--- src/rtl/md_ctrl_pkg.sv ---
// Shared types and constants for the multiply/divide sequencer.
package md_ctrl_pkg;

   localparam int unsigned DATA_W        = 32;
   localparam int unsigned MD_DIV_CYCLES = 32;
   localparam logic [DATA_W-1:0] DIV0_LO = 32'hFFFF_FFFF;

   typedef enum logic [1:0] {
      MD_IDLE = 2'd0,
      MD_MUL  = 2'd1,
      MD_DIV  = 2'd2,
      MD_DONE = 2'd3
   } md_state_e;

   // Magnitude of an operand; unsigned operands pass through untouched.
   function automatic logic [DATA_W-1:0] md_mag(input logic [DATA_W-1:0] x,
                                                input logic              is_signed);
      return (is_signed && x[DATA_W-1]) ? DATA_W'(-x) : x;
   endfunction

endpackage

--- src/rtl/div_radix2.sv ---
// One restoring shift-subtract step: shifts the next dividend bit into the
// partial remainder and produces one quotient bit.
module div_radix2
   import md_ctrl_pkg::*;
(
   input  logic [DATA_W-1:0] rem_i,
   input  logic [DATA_W-1:0] quo_i,
   input  logic [DATA_W-1:0] dvs_i,
   output logic [DATA_W-1:0] rem_o,
   output logic [DATA_W-1:0] quo_o
);

   logic [DATA_W:0] shifted;
   logic [DATA_W:0] diff;

   always_comb begin
      shifted = {rem_i, quo_i[DATA_W-1]};
      diff    = shifted - {1'b0, dvs_i};
      if (diff[DATA_W]) begin
         rem_o = shifted[DATA_W-1:0];
         quo_o = {quo_i[DATA_W-2:0], 1'b0};
      end else begin
         rem_o = diff[DATA_W-1:0];
         quo_o = {quo_i[DATA_W-2:0], 1'b1};
      end
   end

endmodule

--- src/rtl/md_ctrl.sv ---
// E-stage multiply/divide sequencer: latches operands, stalls until the result
// is ready, holds the result while the pipeline is held, and cancels on flush.
module md_ctrl
   import md_ctrl_pkg::*;
#(
   parameter int unsigned DIV_CYCLES = MD_DIV_CYCLES
)
(
   input  logic              clk,
   input  logic              rst,
   input  logic              req_valid,
   input  logic              req_is_div,
   input  logic              req_signed,
   input  logic [DATA_W-1:0] src_a,
   input  logic [DATA_W-1:0] src_b,
   input  logic              flush,
   input  logic              stall_ext,
   output logic              stall_o,
   output logic              res_valid,
   output logic [DATA_W-1:0] hi_o,
   output logic [DATA_W-1:0] lo_o
);

   localparam int unsigned CNT_W = $clog2(DIV_CYCLES);

   md_state_e         state_q;
   logic [CNT_W-1:0]  cnt_q;
   logic [DATA_W-1:0] quo_q;
   logic [DATA_W-1:0] rem_q;
   logic [DATA_W-1:0] dvs_q;
   logic              sgn_q;
   logic              qneg_q;
   logic              rneg_q;
   logic              res_valid_q;
   logic [DATA_W-1:0] hi_q;
   logic [DATA_W-1:0] lo_q;

   logic [DATA_W-1:0]   rem_nxt;
   logic [DATA_W-1:0]   quo_nxt;
   logic [2*DATA_W-1:0] a_ext;
   logic [2*DATA_W-1:0] b_ext;
   logic [2*DATA_W-1:0] prod;
   logic                accept;

   // Multiply: quo_q/dvs_q hold the raw operands; low 64 bits of the
   // extended product are correct for both signed and unsigned.
   assign a_ext = sgn_q ? {{DATA_W{quo_q[DATA_W-1]}}, quo_q} : {{DATA_W{1'b0}}, quo_q};
   assign b_ext = sgn_q ? {{DATA_W{dvs_q[DATA_W-1]}}, dvs_q} : {{DATA_W{1'b0}}, dvs_q};
   assign prod  = a_ext * b_ext;

   div_radix2 u_div_step (
      .rem_i (rem_q),
      .quo_i (quo_q),
      .dvs_i (dvs_q),
      .rem_o (rem_nxt),
      .quo_o (quo_nxt)
   );

   assign accept  = (state_q == MD_IDLE) && req_valid && !flush;
   // Gated by reset so the hazard unit sees no stall while reset is asserted.
   assign stall_o = rst && !flush &&
                    (accept || (state_q == MD_MUL) || (state_q == MD_DIV));

   assign res_valid = res_valid_q;
   assign hi_o      = hi_q;
   assign lo_o      = lo_q;

   always_ff @(posedge clk or negedge rst) begin
      if (!rst) begin
         state_q     <= MD_IDLE;
         cnt_q       <= '0;
         quo_q       <= '0;
         rem_q       <= '0;
         dvs_q       <= '0;
         sgn_q       <= 1'b0;
         qneg_q      <= 1'b0;
         rneg_q      <= 1'b0;
         res_valid_q <= 1'b0;
         hi_q        <= '0;
         lo_q        <= '0;
      end else if (flush) begin
         state_q     <= MD_IDLE;
         cnt_q       <= '0;
         res_valid_q <= 1'b0;
      end else begin
         case (state_q)
            MD_IDLE: begin
               if (req_valid) begin
                  sgn_q  <= req_signed;
                  qneg_q <= req_signed && (src_a[DATA_W-1] ^ src_b[DATA_W-1]);
                  rneg_q <= req_signed && src_a[DATA_W-1];
                  if (!req_is_div) begin
                     quo_q   <= src_a;
                     dvs_q   <= src_b;
                     state_q <= MD_MUL;
                  end else if (src_b == '0) begin
                     hi_q        <= src_a;
                     lo_q        <= DIV0_LO;
                     res_valid_q <= 1'b1;
                     state_q     <= MD_DONE;
                  end else begin
                     quo_q   <= md_mag(src_a, req_signed);
                     dvs_q   <= md_mag(src_b, req_signed);
                     rem_q   <= '0;
                     cnt_q   <= '0;
                     state_q <= MD_DIV;
                  end
               end
            end
            MD_MUL: begin
               hi_q        <= prod[2*DATA_W-1:DATA_W];
               lo_q        <= prod[DATA_W-1:0];
               res_valid_q <= 1'b1;
               state_q     <= MD_DONE;
            end
            MD_DIV: begin
               rem_q <= rem_nxt;
               quo_q <= quo_nxt;
               if (cnt_q == CNT_W'(DIV_CYCLES - 1)) begin
                  hi_q        <= rneg_q ? DATA_W'(-rem_nxt) : rem_nxt;
                  lo_q        <= qneg_q ? DATA_W'(-quo_nxt) : quo_nxt;
                  res_valid_q <= 1'b1;
                  cnt_q       <= '0;
                  state_q     <= MD_DONE;
               end else begin
                  cnt_q <= cnt_q + CNT_W'(1);
               end
            end
            MD_DONE: begin
               // Held result stays put while the pipeline is stalled elsewhere.
               if (!stall_ext) begin
                  res_valid_q <= 1'b0;
                  state_q     <= MD_IDLE;
               end
            end
            default: state_q <= MD_IDLE;
         endcase
      end
   end

endmodule
--- config.mk ---
export PLATFORM = sky130hd
export DESIGN_NAME = md_ctrl
export DESIGN_NICKNAME = d
export VERILOG_FILES = /design/src/rtl/md_ctrl_pkg.sv /design/src/rtl/div_radix2.sv /design/src/rtl/md_ctrl.sv
export SDC_FILE = /design/constraint.sdc
export NUM_CORES = 2
export LEC_CHECK = 0
export ABC_AREA = 1
export BUFFER_PORTS_ARGS = -buffer_cell sky130_fd_sc_hd__clkbuf_2
export CAP_MARGIN = 30
export CORE_ASPECT_RATIO = 0.9
export CORE_MARGIN = 2
export CORE_UTILIZATION = 47
export CTS_BUF_LIST = sky130_fd_sc_hd__clkbuf_4
export DETAILED_ROUTE_END_ITERATION = 12
export GPL_TIMING_DRIVEN = 0
export HOLD_SLACK_MARGIN = 0.15
export PLACE_DENSITY = 0.62
export SYNTH_ARGS = -nofsm -noshare
export SYNTH_HDL_FRONTEND = slang
export SYNTH_SLANG_ARGS = --single-unit
--- constraint.sdc ---
create_clock -name clk -period 8.7 [get_ports clk]
set_input_delay 0.87 -clock clk [delete_from_list [all_inputs] [get_ports clk]]
set_output_delay 0.87 -clock clk [all_outputs]
set_load 0.02 [all_outputs]
==> metrics.txt <==
outcome=finished, violations left; violated checks=setup timing; drt wl/cell=28.34 um; num rows=127; IO buf count=136; HPWL Detailed=252.6 mm; commonest non-fill, non-tap cell in the layout=inv_1; warnings from Yosys=0; CP max-delay cell=fa_2; width of the die=391.0 um; die area=137,700 sq um; Hold Crit Endpoint=dvs_q[28]; r2r worst-path depth=39; CP endpoint kind=flop; Top Metal Used=met5; Die H=352.3 um; Post-Syn Instances=8,226; largest area contributor in the synthesized netlist=fa_1; CTS root buffer=clkbuf_4; main area contributors after synthesis=fa_1 (45%), inv_1 (15%), nand2_1 (11%); final hold vios=0; Hold Startpoint=src_b[28]; global router's overall resource usage=0.4349; most frequent cells in the layout=inv_1 (2,433), nand2_1 (1,748), fa_1 (1,308); WHS Path Cells=3; CP delay by family, top=adder cells; worst flop-to-flop path endpoint=hi_o[31]; Final Slew Violations=0; RSZ-0062 raised after global routing=yes; setup ws final=-881.6 ps; cell area after synthesis=63,340 sq um; critical path arrival=10,410 ps; Critical Path Fanout Max=7; Slew HR=0.2384; core area=133,500 sq um; Req. time, crit path=9530 ps; post-synth top area share=0.4488; worst slack, placed=-3410 ps; Max stage delay on crit path=730 ps; Area growth syn-to-layout=16.83%; Worst-path clk slew=330 ps; clk_lat worst skew=1050 ps; DR pass1 iterations=7; first-pass GRT wire length=419.6 mm; CTS Buffer Depth=2; CTS Sinks=171; nets@finish=10,500; ys flop type=dfrtp_1; Slew @ Worst Pin=1134 ps; final WL=295.7 mm; fin crit share=1.101; setup violators final=33; cts bufs inserted=17; Critical R2R Launch=sgn_q; H-Tree Depth=4; Final min period=9582 ps; CP Buf/Inv Count=13; DR DRC count=0; Post-DRT Antenna Nets=0; ys async rst share=1.000; grt ovf=0; share of layout cells above drive strength 1=0.1716; GPL Wtd Cong=1.076; max-cap violation count=0; WS Path Type=flop to flop; R2R Setup Slk=-880 ps; antenna violations before repair=13; Met3 Routed Length=43.90 mm; Vias per Instance=5.525; Metal-1 WL=115.5 mm; Initial Utilization=0.4745; Post-Syn Area per Cell=7.700 sq um; Post-synth EDFFs=0; num ports=137; largest net degree at the start of global routing=63; CP most frequent cell=fa_1; sequential share of the synthesized area=0.06756; syn_nets=10,070; Yosys reg bits=171; post-synth cell types=64; first-iteration detailed-routing DRC count=6,595; met2 routed WL=117.1 mm; Via Count=57,650; Hold Path Class=input pin to flop; clock skew=134.4 ps; vias in the first global route=57,750; CTS tree=yes; Startpoint Class=flop; Max Fclk=104.4 MHz
-- flip-flops by register name, summed over array words and instances (netlist names), 2 cells and up --
register / count
dvs_q: 32
hi_o: 32
lo_o: 32
quo_q: 32
rem_q: 32
cnt_q: 5
state_q: 2
-- repair_timing --
action                                 in CTS  in global routing
setup buffers                             158                104
setup endpoints to repair                  48                 44
endpoints found under the hold margin     114                  0
gates resized for setup                   903                519
hold buffers                                1                  0
pin swaps                                 159                287
-- logic make-up (layout without fill, tap and decap cells) --
group,after synthesis,after routing,share of synthesized area
buffers and inverters,2898,3345,0.1729
AND/OR/NAND/NOR,2629,2629,0.1686
other,0,21,0
XOR/XNOR,112,112,0.01549
flip-flops,171,171,0.06756
adder cells (fa/ha/maj),1771,1771,0.5182
AO/OA/AOI/OAI,645,645,0.05727
-- routing by layer --
| metal | vias to the layer above | GRT usage |
|---|---|---|
| li1 | 24370 | - |
| met1 | 28810 | 0.5968 |
| met2 | 3685 | 0.5914 |
| met3 | 766 | 0.1739 |
| met4 | 14 | 0.2164 |
| met5 | - | 0 |
-- Yosys cell counts, drive strengths merged (8+ instances only) --
cell       n
nor3      47
o21ai    270
a21o      11
inv     2556
o21a       8
a21oi    217
nand2   1865
xnor2     37
o22ai     30
dfrtp    171
clkbuf   263
nand4     42
a31oi     32
or2       20
nor2     409
nand3b     9
ha       351
o21bai    18
nor4      12
buf       78
fa      1420
nand3    222
xor2      75
o211ai    23
-- how the worst max path moves through the flow --
stage	startpoint	to	slack, ps	depth (start not counted)
6_report	sgn_q	hi_o[31]	-880	39
5_1_grt	sgn_q	hi_o[31]	-1080	38
4_1_cts	sgn_q	hi_o[29]	-770	40
3_5_place_dp	quo_q[31]	hi_o[25]	-3410	36
3_3_place_gp	quo_q[1]	hi_o[26]	-3790	44
2_1_floorplan	dvs_q[31]	hi_o[26]	30	40
-- final cells by class --
class / count / area (sq um)
repair buffers: 474 / 4322
fillers: 12810 / 59480
inverters: 2557 / 9663
clock buffers: 18 / 135.1
multi-input cells: 5157 / 51200
well taps: 1741 / 2178
clock inverters: 14 / 165.2
flip-flops and latches: 171 / 4380
plain buffers: 282 / 1899
diodes: 21 / 52.55
-- through the flow --
step | std cells | util | cell area, sq um | hold slack, ps | TNS (ps)
after global placement | 10100 | 0.4960 | 66200 | 465.4 | -108860
after CTS | 10310 | 0.5361 | 71550 | 153.4 | -8877
after detailed placement | 10180 | 0.5051 | 67420 | 463.9 | -84760
final | 10440 | 0.5544 | 74000 | 155.1 | -13480
after global routing | 10420 | 0.5541 | 73960 | 214.0 | -19100
after floorplan | 8226 | - | 63340 | 471.1 | 0
-- worst min-delay path, stage by stage --
cell,delay (ps)
clkbuf_2,100
xor2_1,90
o21ai_0,140
Power is not shown: default switching activity piles up to over one toggle a cycle in this logic, so the estimate is an artifact.
